**config.mk**
```make
export PLATFORM = sky130hd
export DESIGN_NAME = multicycle_control
export DESIGN_NICKNAME = d
export VERILOG_FILES = /design/src/rtl/multicycle_control.sv
export SDC_FILE = /design/constraint.sdc
export NUM_CORES = 1
export LEC_CHECK = 0
export ABC_AREA = 1
export ABC_CLOCK_PERIOD_IN_PS = 3000
export CORE_MARGIN = 1
export CORE_UTILIZATION = 43
export CTS_BUF_LIST = sky130_fd_sc_hd__clkbuf_4
export CTS_CLUSTER_DIAMETER = 30
export CTS_CLUSTER_SIZE = 20
export DETAILED_ROUTE_END_ITERATION = 10
export GPL_ROUTABILITY_DRIVEN = 0
export PLACE_DENSITY_LB_ADDON = 0.12
export SYNTH_ARGS = -nofsm -noshare
export SYNTH_HDL_FRONTEND = slang
export SYNTH_SLANG_ARGS = --single-unit
```
**constraint.sdc**
```tcl
create_clock -name clk -period 3 [get_ports clk]
set_input_delay 0.6 -clock clk [delete_from_list [all_inputs] [get_ports clk]]
set_output_delay 0.6 -clock clk [all_outputs]
set_load 0.005 [all_outputs]
```
**src/rtl/multicycle_control.sv**
```systemverilog
// Multi-cycle MIPS control sequencer: steps the shared datapath through
// fetch/decode/execute/memory/write-back and drives every select and enable.
module multicycle_control (
   input  logic       clk,
   input  logic       reset,
   input  logic [5:0] opcode,
   input  logic       mem_ready,
   output logic       mem_req,
   output logic       MemRead,
   output logic       MemWrite,
   output logic       IorD,
   output logic       IRWrite,
   output logic       PCWrite,
   output logic       PCWriteCond,
   output logic [1:0] PCSource,
   output logic [1:0] ALUOP,
   output logic       ALUSrcA,
   output logic [1:0] ALUSrcB,
   output logic       RegWrite,
   output logic       RegDst,
   output logic       MemtoReg,
   output logic [3:0] state_o,
   output logic       instr_done,
   output logic       illegal_op
);

   localparam int unsigned OP_W = 6;
   localparam logic [OP_W-1:0] OP_RTYPE = 6'b000000;
   localparam logic [OP_W-1:0] OP_LW    = 6'b100011;
   localparam logic [OP_W-1:0] OP_SW    = 6'b101011;
   localparam logic [OP_W-1:0] OP_BEQ   = 6'b000100;
   localparam logic [OP_W-1:0] OP_J     = 6'b000010;

   typedef enum logic [3:0] {
      FETCH  = 4'd0,
      DECODE = 4'd1,
      MEMADR = 4'd2,
      MEMRD  = 4'd3,
      MEMWB  = 4'd4,
      MEMWR  = 4'd5,
      EXEC   = 4'd6,
      RWB    = 4'd7,
      BRANCH = 4'd8,
      JUMP   = 4'd9
   } state_t;

   state_t state;

   // State sequencing; unused codes fall back to FETCH.
   always_ff @(posedge clk or posedge reset) begin
      if (reset) begin
         state <= FETCH;
      end else begin
         case (state)
            FETCH:  if (mem_ready) state <= DECODE;
            DECODE: begin
               if ((opcode == OP_LW) || (opcode == OP_SW)) state <= MEMADR;
               else if (opcode == OP_RTYPE)                 state <= EXEC;
               else if (opcode == OP_BEQ)                   state <= BRANCH;
               else if (opcode == OP_J)                     state <= JUMP;
               else                                         state <= FETCH;
            end
            MEMADR: state <= (opcode == OP_SW) ? MEMWR : MEMRD;
            MEMRD:  if (mem_ready) state <= MEMWB;
            MEMWB:  state <= FETCH;
            MEMWR:  if (mem_ready) state <= FETCH;
            EXEC:   state <= RWB;
            RWB:    state <= FETCH;
            BRANCH: state <= FETCH;
            JUMP:   state <= FETCH;
            default: state <= FETCH;
         endcase
      end
   end

   // Control decode; reset masks everything so no strobe leaks while held.
   always_comb begin
      mem_req     = 1'b0;
      MemRead     = 1'b0;
      MemWrite    = 1'b0;
      IorD        = 1'b0;
      IRWrite     = 1'b0;
      PCWrite     = 1'b0;
      PCWriteCond = 1'b0;
      PCSource    = 2'b00;
      ALUOP       = 2'b00;
      ALUSrcA     = 1'b0;
      ALUSrcB     = 2'b00;
      RegWrite    = 1'b0;
      RegDst      = 1'b0;
      MemtoReg    = 1'b0;
      instr_done  = 1'b0;
      illegal_op  = 1'b0;
      state_o     = 4'd0;
      if (!reset) begin
         state_o = 4'(state);
         case (state)
            FETCH: begin
               mem_req = 1'b1;
               MemRead = 1'b1;
               ALUSrcB = 2'b01;
               IRWrite = mem_ready;
               PCWrite = mem_ready;
            end
            DECODE: begin
               ALUSrcB = 2'b11;
               if (!((opcode == OP_LW) || (opcode == OP_SW) || (opcode == OP_RTYPE) ||
                     (opcode == OP_BEQ) || (opcode == OP_J))) begin
                  illegal_op = 1'b1;
                  instr_done = 1'b1;
               end
            end
            MEMADR: begin
               ALUSrcA = 1'b1;
               ALUSrcB = 2'b10;
            end
            MEMRD: begin
               mem_req = 1'b1;
               MemRead = 1'b1;
               IorD    = 1'b1;
            end
            MEMWB: begin
               RegWrite   = 1'b1;
               MemtoReg   = 1'b1;
               instr_done = 1'b1;
            end
            MEMWR: begin
               mem_req    = 1'b1;
               MemWrite   = 1'b1;
               IorD       = 1'b1;
               instr_done = mem_ready;
            end
            EXEC: begin
               ALUSrcA = 1'b1;
               ALUOP   = 2'b10;
            end
            RWB: begin
               RegWrite   = 1'b1;
               RegDst     = 1'b1;
               instr_done = 1'b1;
            end
            BRANCH: begin
               ALUSrcA     = 1'b1;
               ALUOP       = 2'b01;
               PCWriteCond = 1'b1;
               PCSource    = 2'b01;
               instr_done  = 1'b1;
            end
            JUMP: begin
               PCWrite    = 1'b1;
               PCSource   = 2'b10;
               instr_done = 1'b1;
            end
            default: ;
         endcase
      end
   end

endmodule

```
==> impl_metrics.py, run 1 <==
metrics = {
    "status": {
        "run_status": "complete, no violations",
    },
    "finish": {
        "syn_to_final_growth_pct": 58.8,
        "design_area_sq_um": 950,
        "largest-register": "state",
        "largest_reg_flops": 4,
        "top_regs": "state: 4 flops",
        "final_nets": 155,
        "antenna_cells": 0,
        "layout-drive-gt1-share_pct": 17.4,
        "final_cells": 159,
    },
    "floorplanning": {
        "core_area_sq_um": 1300,
        "ioPinCount": 32,
        "start_util_pct": 46.0,
        "die_y_microns": 39.3,
        "rows": 13,
        "fp.dieArea_sq_um": 1540,
        "die_width_microns": 39.3,
    },
    "logic_synthesis": {
        "synth_area_sq_um": 598,
        "ys_ff_latch": 4,
        "synthesis.nets": 120,
        "async_reset_ff_share_pct": 100,
        "postSynthCellCount": 111,
        "yosysTopAreaCell": "nor2_1",
        "avgSynthCellArea_sq_um": 5.39,
        "yosysWarnings": 0,
        "synth_area_leaders": "nor2_1 18%, dfrtp_1 17%, nand2_1 16%, nand3_1 7.5%, inv_1 6.3%",
        "yosys.area.top_type_share_pct": 17.6,
        "synth_cell_type_count": 19,
        "synth_ff_type": "dfrtp_1",
        "yosysMostFrequentCell": "nor2_1",
        "seq_area_frac_synth_pct": 16.7,
        "synth-edff-count": 0,
        "synth_common_cells": "28 x nor2_1, 26 x nand2_1, 10 x inv_1",
    },
    "detailed_routing": {
        "post-route-drc-count": 0,
        "drt_wl_total_microns": 1650,
        "vias": 810,
        "wl_per_cell_microns": 10.4,
        "drtIter0Drc": 13,
        "detail-route-antenna-nets": 0,
        "viasPerCell": 5.09,
        "firstDrtPassIters": 4,
    },
    "placed_design": {
        "dp_slack_ps": 228,
        "dp.final_hpwl_microns": 1400,
        "dp_cells": 156,
        "numPortBuffers": 31,
        "placed_cell_area_sq_um": 927,
    },
    "clock_network": {
        "clock_sinks": 4,
        "h-tree-depth": 1,
        "cts_buffers": 3,
        "worstSkewPairLatency_ps": 230,
        "clock_path_buffers": 2,
        "cts_tree": "done",
        "path_clk_slew_ps": 40,
        "cts-root-buf": "clkbuf_4",
        "hold_buffers": 0,
        "cts-resized-gates": 0,
        "cts_setup_buffers": 0,
    },
    "setup_path": {
        "cp_num_buf_inv": 3,
        "path_max_fanout": 3,
        "worst_setup_path_end_kind": "output port",
        "path_delay_family": "buffers and inverters",
        "crit_type": "input pin to output port",
        "critPathRequiredTime_ps": 2400,
        "startpoint": "opcode[2]",
        "r2r_slack_ps": 1640,
        "cp.depth": 10,
        "crit_chain": "clkdlybuf4s50_1 -> inv_1 -> nand2_1 -> nor2_1 -> nand2_1 -> nand2_1 -> nor2_1 -> nor2_1 -> nor2_1 -> clkdlybuf4s50_1",
        "slowest_delay_ps": 510,
        "reg2reg_from": "state[1]",
        "cp_common_cell": "nor2_1",
        "rr_endpoint": "state[0]",
        "crit_path_start_kind": "input pin",
        "ff2ff_path_depth": 8,
        "slowest_stage": "clkdlybuf4s50_1",
        "critPathCapture": "instr_done",
        "critPathArrivalTime_ps": 2180,
    },
    "grt": {
        "grt_usage_pct": 25.4,
        "antenna_found_initial": 0,
        "first_global_vias": 645,
        "grt_max_degree": 13,
        "grt_pass1_wl_microns": 2670,
        "overflow": 0,
    },
    "sta": {
        "fin_crit_sh_pct": 92.8,
        "tightest_slew_ps": 236,
        "layout_setup_ws_ps": 215,
        "rsz0062_at_grt": "false",
        "whs_ps": 691,
        "max_freq_ghz": 0.359,
        "setup_violations": 0,
        "final.setup.tns_ps": 0,
        "clock-skew-final_ps": 0.768,
        "report.final.slew_viol_count": 0,
        "hold_viol_final": 0,
        "slew_headroom_pct": 84.3,
        "period_minus_slack_ps": 2780,
    },
    "power_and_ir_drop": {
        "max-vdd-ir-drop_mv": 0.418,
        "power_density_nw_per_um2": 639,
        "total_leakage_power_nw": 0.464,
    },
    "job": {
        "maxCapViolCount": 0,
    },
    "worst_hold_path": {
        "hp-class": "flip-flop to flip-flop",
    },
}
worst reg2reg max path, stage by stage (launching register included):
cell and delay (ps):
dfrtp_1 450, inv_2 130, nand2_4 90, nor2_2 200
inv_2 70, nand3_2 90, nand2_2 90, nand2_1 70
o21ai_1 60
worst min path at each step:
stage | start | to | slack (ps) | cells after the start
finish | state[0] | state[0] | 690 | 2
global route | state[0] | state[0] | 700 | 2
CTS | state[0] | state[0] | 690 | 2
detailed placement | state[0] | state[0] | 680 | 2
global placement | state[0] | state[0] | 670 | 2
floorplan | reset | state[0] | 550 | 2
power by group:
group          total, mW  switching [mW]  internal (mW)
registers          0.101          0.0301         0.0712
clock network     0.0665          0.0218         0.0447
logic              0.439           0.232          0.207
total              0.607           0.283          0.323
placed cells by master (no fill, tap or decap):
master | synthesis | final
clkbuf_4 | 0 | 3
nand2_1 | 26 | 26
inv_2 | 6 | 6
clkdlybuf4s50_1 | 0 | 31
o21ai_1 | 1 | 1
a21oi_1 | 3 | 3
and2_1 | 1 | 1
nor3_1 | 4 | 4
dfrtp_1 | 4 | 4
o2111ai_1 | 1 | 1
nand4_1 | 1 | 1
nor2_2 | 3 | 3
nand2_4 | 1 | 1
buf_4 | 1 | 2
nor2_4 | 2 | 2
nand3_2 | 3 | 3
nand2_2 | 5 | 5
nor2_1 | 28 | 28
inv_1 | 10 | 10
nand3_1 | 9 | 9
metal layers:
metal  vias to the layer above  GRT usage (%)  part of all wire [%]
met4                         0           5.17                  0.54
met5                         -              0                     0
met1                       368           29.8                    42
met3                         2           5.11                   5.4
met2                        32           47.1                    52
li1                        408              -                     -
cell type report:
| class | instances | area [sq um] |
|---|---|---|
| clock buffers | 3 | 22.5 |
| fillers | 123 | 352 |
| inverters | 16 | 60.1 |
| multi-input cells | 88 | 423 |
| flip-flops and latches | 4 | 100 |
| well taps | 15 | 18.8 |
| repair buffers | 33 | 325 |
stage by stage:
stage                     util, %  total power, mW
after floorplan                 -            0.365
after global placement       71.3            0.528
after detailed placement     71.3            0.538
after CTS                    73.0            0.606
after global routing         73.0            0.656
final                        73.0            0.607
kinds of logic after synthesis:
logic type,count (synthesis),share of synthesized area [%]
and+or+nand+nor,83,65.9
DFF,4,16.7
buffers and inverters,19,12.6
AOI/OAI and AO/OA,5,4.81
No activity file was read; power rests on OpenSTA's default activity.
==> run 2: changes to the inputs <==
Settings changed: CAP_MARGIN set to 10, SLEW_MARGIN set to 20.
==> results of run 2 <==
No change in the layout: final DEF, timing and power equal those of run 1.
==> run 3: changes to the inputs <==
Settings changed: CTS_CLUSTER_SIZE 20 to 14.
==> results of run 3 <==
No change in the layout: final DEF, timing and power equal those of run 1.
